## config.mk

```make
export PLATFORM = sky130hd
export DESIGN_NAME = addsub_pipe
export DESIGN_NICKNAME = d
export VERILOG_FILES = /design/src/rtl/addsub_pipe.sv
export SDC_FILE = /design/constraint.sdc
export NUM_CORES = 1
export LEC_CHECK = 0
export BUFFER_PORTS_ARGS = -buffer_cell sky130_fd_sc_hd__buf_4
export CORE_ASPECT_RATIO = 1.2
export CORE_MARGIN = 2
export CORE_UTILIZATION = 59
export CTS_BUF_LIST = sky130_fd_sc_hd__clkbuf_8
export DETAILED_ROUTE_END_ITERATION = 16
export PLACE_DENSITY_LB_ADDON = 0.2
export SYNTH_ARGS = -nofsm -noshare
export SYNTH_HDL_FRONTEND = slang
export SYNTH_SLANG_ARGS = --single-unit
```

## constraint.sdc

```tcl
create_clock -name clk -period 2.5 [get_ports clk]
set_input_delay 0.25 -clock clk [delete_from_list [all_inputs] [get_ports clk]]
set_output_delay 0.25 -clock clk [all_outputs]
set_load 0.005 [all_outputs]
```

## src/rtl/addsub_pipe.sv

```systemverilog
// Pipelined add/subtract: one SLICE-bit chunk resolved per stage, carry registered between stages.
// Unprocessed operand bits shift down each stage; the finished result, carry/borrow and flags leave the last stage.
module addsub_pipe #(
    parameter int WIDTH = 16,
    parameter int SLICE = 4
) (
    input  logic             clk,
    input  logic             rst_n,
    input  logic             in_valid,
    output logic             in_ready,
    input  logic             op,
    input  logic [WIDTH-1:0] a,
    input  logic [WIDTH-1:0] b,
    input  logic             c_in,
    output logic             out_valid,
    input  logic             out_ready,
    output logic [WIDTH-1:0] result,
    output logic             c_out,
    output logic             ovf,
    output logic             zero
);

    localparam int STAGES = (SLICE > 0) ? (WIDTH / SLICE) : 1;

    if ((SLICE < 1) || (SLICE > WIDTH) || ((WIDTH % SLICE) != 0)) begin : g_param_check
        $error("addsub_pipe: WIDTH must be a non-zero multiple of SLICE");
    end

    logic advance;

    assign advance  = ~out_valid | out_ready;
    assign in_ready = ~rst_n | advance;

    for (genvar k = 0; k < STAGES; k++) begin : g_stage
        localparam int UW = WIDTH - (k + 1) * SLICE;

        logic                   v_i;
        logic                   op_i;
        logic                   cy_i;
        logic                   am_i;
        logic                   bm_i;
        logic [SLICE-1:0]       as_i;
        logic [SLICE-1:0]       bs_i;
        logic [SLICE:0]         sum;
        logic [(k+1)*SLICE-1:0] r_nx;
        logic                   v_q;
        logic [(k+1)*SLICE-1:0] r_q;

        // Subtract runs as a + ~b + ~c_in, so the carry chain carries "no borrow".
        assign sum = {1'b0, as_i} + {1'b0, (op_i ? bs_i : ~bs_i)} + {{SLICE{1'b0}}, cy_i};

        if (k == 0) begin : g_src
            assign v_i  = in_valid;
            assign op_i = op;
            assign cy_i = op ? c_in : ~c_in;
            assign am_i = a[WIDTH-1];
            assign bm_i = b[WIDTH-1];
            assign as_i = a[SLICE-1:0];
            assign bs_i = b[SLICE-1:0];
            assign r_nx = sum[SLICE-1:0];
        end else begin : g_src
            assign v_i  = g_stage[k-1].v_q;
            assign op_i = g_stage[k-1].g_rem.op_q;
            assign cy_i = g_stage[k-1].g_rem.cy_q;
            assign am_i = g_stage[k-1].g_rem.am_q;
            assign bm_i = g_stage[k-1].g_rem.bm_q;
            assign as_i = g_stage[k-1].g_rem.a_q[SLICE-1:0];
            assign bs_i = g_stage[k-1].g_rem.b_q[SLICE-1:0];
            assign r_nx = {sum[SLICE-1:0], g_stage[k-1].r_q};
        end

        always_ff @(posedge clk) begin
            if (!rst_n) begin
                v_q <= 1'b0;
                r_q <= '0;
            end else if (advance) begin
                v_q <= v_i;
                r_q <= r_nx;
            end
        end

        if (UW > 0) begin : g_rem
            logic [UW-1:0] a_nx;
            logic [UW-1:0] b_nx;
            logic [UW-1:0] a_q;
            logic [UW-1:0] b_q;
            logic          op_q;
            logic          cy_q;
            logic          am_q;
            logic          bm_q;

            if (k == 0) begin : g_nx
                assign a_nx = a[WIDTH-1:SLICE];
                assign b_nx = b[WIDTH-1:SLICE];
            end else begin : g_nx
                assign a_nx = g_stage[k-1].g_rem.a_q[WIDTH-k*SLICE-1:SLICE];
                assign b_nx = g_stage[k-1].g_rem.b_q[WIDTH-k*SLICE-1:SLICE];
            end

            always_ff @(posedge clk) begin
                if (!rst_n) begin
                    a_q  <= '0;
                    b_q  <= '0;
                    op_q <= 1'b0;
                    cy_q <= 1'b0;
                    am_q <= 1'b0;
                    bm_q <= 1'b0;
                end else if (advance) begin
                    a_q  <= a_nx;
                    b_q  <= b_nx;
                    op_q <= op_i;
                    cy_q <= sum[SLICE];
                    am_q <= am_i;
                    bm_q <= bm_i;
                end
            end
        end
    end

    logic             last_op;
    logic             last_cy;
    logic             last_am;
    logic             last_bm;
    logic [WIDTH-1:0] last_r;

    assign last_op   = g_stage[STAGES-1].op_i;
    assign last_cy   = g_stage[STAGES-1].sum[SLICE];
    assign last_am   = g_stage[STAGES-1].am_i;
    assign last_bm   = g_stage[STAGES-1].bm_i;
    assign last_r    = g_stage[STAGES-1].r_nx;
    assign out_valid = g_stage[STAGES-1].v_q;
    assign result    = g_stage[STAGES-1].r_q;

    always_ff @(posedge clk) begin
        if (!rst_n) begin
            c_out <= 1'b0;
            ovf   <= 1'b0;
            zero  <= 1'b0;
        end else if (advance) begin
            c_out <= last_op ? last_cy : ~last_cy;
            ovf   <= (last_op ? (last_am == last_bm) : (last_am != last_bm))
                     && (last_r[WIDTH-1] != last_am);
            zero  <= ~|last_r;
        end
    end

endmodule

```

==> flow_summary.rst <==
.. list-table::
   :header-rows: 1

   * - Metric
     - Value
   * - Status
     - finished, final reports clean
   * - Largest net degree at the start of global routing
     - 64
   * - Total inserted antenna cells
     - 0
   * - Maximum clock skew at final layout
     - 0.00906 ns
   * - Wire length per cell after detailed routing
     - 13.0 um
   * - Critical Path AT
     - 2.55 ns
   * - Clock-pin slew reported for the worst setup and hold paths after clock tree synthesis
     - 0.10 ns
   * - Number of warnings issued by yosys
     - 0
   * - Count of cells resized by post-cts repair
     - 0
   * - Clock buffers created by TritonCTS
     - 9
   * - GR Util All Layers
     - 0.233
   * - Buffers from clock root to sink, at most
     - 2
   * - Vias per inst
     - 5.28
   * - Unrepaired setup endpoints after global routing
     - false
   * - Tightest Hold Check Type
     - primary input to flip-flop
   * - Leakage Power
     - 2.07 nW
   * - Antenna-violating nets left
     - 0
   * - Critical path start-end classification
     - flip-flop to flip-flop
   * - Fraction of the cycle the final worst path needs
     - 0.908
   * - Number of buffers inserted for hold repair after clock tree synthesis
     - 0
   * - Library cell with the largest summed area after synthesis
     - sky130_fd_sc_hd__dfxtp_1
   * - Floorplan die height
     - 96.7 um
   * - Die area
     - 7860 sq um
   * - Number of port buffers
     - 58
   * - Clock tree from TritonCTS
     - yes
   * - Sequential area share after synthesis
     - 0.479
   * - Number of detailed-routing iterations run before antenna repair
     - 5
   * - Required @ worst endpoint
     - 2.78 ns
   * - Ratio of total power to cell area
     - 697 nW/um^2
   * - Number of hold violations in the final report
     - 0
   * - Synthesized area per cell
     - 8.14 sq um
   * - Critical path peak fanout
     - 7
   * - Total congestion overflow after global routing
     - 0
   * - Proportion of register bits with asynchronous set or reset after synthesis
     - 0
   * - Maximum vdd ir drop
     - 416 uV
   * - Share of the synthesized area in the top cell type
     - 0.479
   * - Crit path time final
     - 2.27 ns
   * - CTS root buffer
     - sky130_fd_sc_hd__clkbuf_8
   * - Final layout net count
     - 615
   * - Post CTS Setup Buffer Count
     - 0
   * - Half-perimeter wire length of the detailed placement result
     - 5.74 mm
   * - I/O pin count
     - 59
   * - Filler cells
     - 553
   * - R2R Setup Slk
     - 0.23 ns
   * - Number of max-cap violations
     - 0
   * - Fraction of layout instances using a drive strength above 1
     - 0.155
   * - Die extent in x
     - 81.2 um
   * - Distinct cells, synth
     - 32
   * - Slew headroom
     - 0.570
   * - Synth-to-layout area growth
     - 16.6%
   * - Maximum clock rate
     - 441 MHz
   * - Dominant register cell in the synthesized netlist
     - sky130_fd_sc_hd__dfxtp_1
   * - Setup TNS
     - 0 ns
   * - Floorplan core area
     - 6900 sq um
   * - Number of enable-type register cells in the synthesized netlist
     - 0
   * - Slew at the pin with the worst max-slew slack
     - 0.644 ns
   * - # clock sinks
     - 101
   * - Count of vias placed by the detailed router
     - 3419
   * - Number of antenna violations at the first check in global routing
     - 0
   * - Pins Over Slew Limit
     - 0
   * - Later-pin clock latency in the skew report
     - 0.37 ns
   * - Routability Congestion
     - 0.881
   * - Starting density of the core
     - 0.613
   * - Wire length of the first global-routing pass
     - 14.5 mm
   * - Number of instances in the synthesized netlist
     - 519
   * - Synthesized net count
     - 578
   * - Area occupied by registers
     - 2020 sq um
   * - Final Setup Violations
     - 0
   * - Violation count after the first detailed-route iteration
     - 183
   * - Routed Wire Length
     - 8.45 mm
   * - # DRC
     - 0
   * - Number of standard-cell rows in the floorplan
     - 33
   * - Post-synth design cell area
     - 4220 sq um
   * - H-tree levels
     - 3
   * - Largest cells by area after synthesis
     - sky130_fd_sc_hd__dfxtp_1, sky130_fd_sc_hd__nand2_1, sky130_fd_sc_hd__a21oi_1
   * - Post-synthesis sequential element count
     - 101
   * - Critical Path Start Type
     - flip-flop
   * - Combined area of the multi-input logic cells
     - 2010 sq um
   * - Vias in the first global route
     - 3321
   * - Capturing element type of the critical path
     - flip-flop
   * - Core Util, Final
     - 0.714
## where the power goes
| group | internal (mW) | total (mW) | switching [mW] |
|---|---|---|---|
| logic | 0.235 | 0.460 | 0.225 |
| registers | 1.73 | 1.81 | 0.0792 |
| clock network | 0.579 | 1.16 | 0.583 |
## per-stage QoR
| step | total power [mW] | setup slack (ns) | std cells | cell area [sq um] | hold WS [ns] |
|---|---|---|---|---|---|
| CTS | 3.46 | 0.242 | 648 | 4920 | 0.119 |
| detailed placement | 2.31 | 0.305 | 632 | 4690 | 0.443 |
| finish | 3.43 | 0.231 | 648 | 4920 | 0.127 |
| floorplan | 2.13 | 0.485 | 519 | 4220 | 0.390 |
| global route | 3.60 | 0.0618 | 648 | 4920 | 0.118 |
| global placement | 2.29 | 0.454 | 632 | 4690 | 0.439 |
## path summary, 6_finish.rpt
kind | endpoint | cells past startpoint | startpoint
worst min register to register | g_stage[2].r_q[4]$_SDFFE_PN0P_ | 2 | g_stage[1].r_q[4]$_SDFFE_PN0P_
worst min-delay path | g_stage[0].g_rem.b_q[10]$_SDFFE_PN0P_ | 3 | b[14]
worst max-delay path | c_out$_SDFFE_PN0P_ | 7 | g_stage[2].g_rem.op_q$_SDFFE_PN0P_
worst max register to register | c_out$_SDFFE_PN0P_ | 7 | g_stage[2].g_rem.op_q$_SDFFE_PN0P_
## cell usage in the layout, fill, tap and decap left out, drive strengths merged, types with 5 or more instances in the layout
cell type / n
a211oi: 6
a21o: 6
a21oi: 92
buf: 64
clkbuf: 9
dfxtp: 101
fa: 8
ha: 13
inv: 15
nand2: 171
nand3: 5
nor2: 14
o21ai: 9
xnor2: 17
xor2: 5
## flip-flops by register name, indices dropped and copies added, names as in the netlist
signal / cells
c_out: 1
g_stage.g_rem.a_q: 24
g_stage.g_rem.b_q: 24
g_stage.g_rem.cy_q: 3
g_stage.g_rem.op_q: 3
g_stage.r_q: 24
g_stage.v_q: 3
out_valid: 1
ovf: 1
result: 16
zero: 1
## layout make-up
cell class / count / share of cell area
multi-input cells: 368 / 0.409
clock buffers: 9 / 0.0252
well taps: 87 / 0.0221
clock inverters: 7 / 0.0213
flip-flops and latches: 101 / 0.411
inverters: 12 / 0.00915
repair buffers: 64 / 0.103
## Yosys cell counts, types with 3 or more instances
library cell               count
sky130_fd_sc_hd__nand2_1     171
sky130_fd_sc_hd__o21a_1        3
sky130_fd_sc_hd__o21ai_0       9
sky130_fd_sc_hd__nor2_1       14
sky130_fd_sc_hd__nor2b_1       4
sky130_fd_sc_hd__nor4_1        3
sky130_fd_sc_hd__a21o_1        5
sky130_fd_sc_hd__ha_1         13
sky130_fd_sc_hd__dfxtp_1     101
sky130_fd_sc_hd__xor2_1        5
sky130_fd_sc_hd__nand3_1       5
sky130_fd_sc_hd__clkbuf_1     24
sky130_fd_sc_hd__a211oi_1      6
sky130_fd_sc_hd__xnor2_1      17
sky130_fd_sc_hd__fa_1          8
sky130_fd_sc_hd__a21oi_1      92
sky130_fd_sc_hd__buf_2        13
sky130_fd_sc_hd__inv_1        12
## layer usage
metal,global-route usage,wire (um),up-vias
met2,0.405,4390,63
met1,0.285,3670,1585
met3,0.0354,255,11
met4,0.0874,138,0
met5,0,0,-
li1,-,-,1760
## cell families (layout without fill, tap and decap cells)
logic type               count (synthesis)  after routing  synth area share
AO/OA/AOI/OAI                          121            121             0.158
XOR/XNOR                                22             22            0.0456
adder cells (fa/ha/maj)                 21             21            0.0764
buffers and inverters                   50             92            0.0483
flip-flops                             101            101             0.479
AND/OR/NAND/NOR                        204            204             0.193
## critical path, cell delays in order (launching register included)
cell and delay, ns:
sky130_fd_sc_hd__dfxtp_1 0.52, sky130_fd_sc_hd__xor2_1 0.14, sky130_fd_sc_hd__fa_1 0.42, sky130_fd_sc_hd__fa_1 0.42
sky130_fd_sc_hd__nor2b_1 0.17, sky130_fd_sc_hd__o21a_1 0.17, sky130_fd_sc_hd__o21ai_0 0.08, sky130_fd_sc_hd__a311oi_1 0.26
No activity file was read; power rests on OpenSTA's default activity.
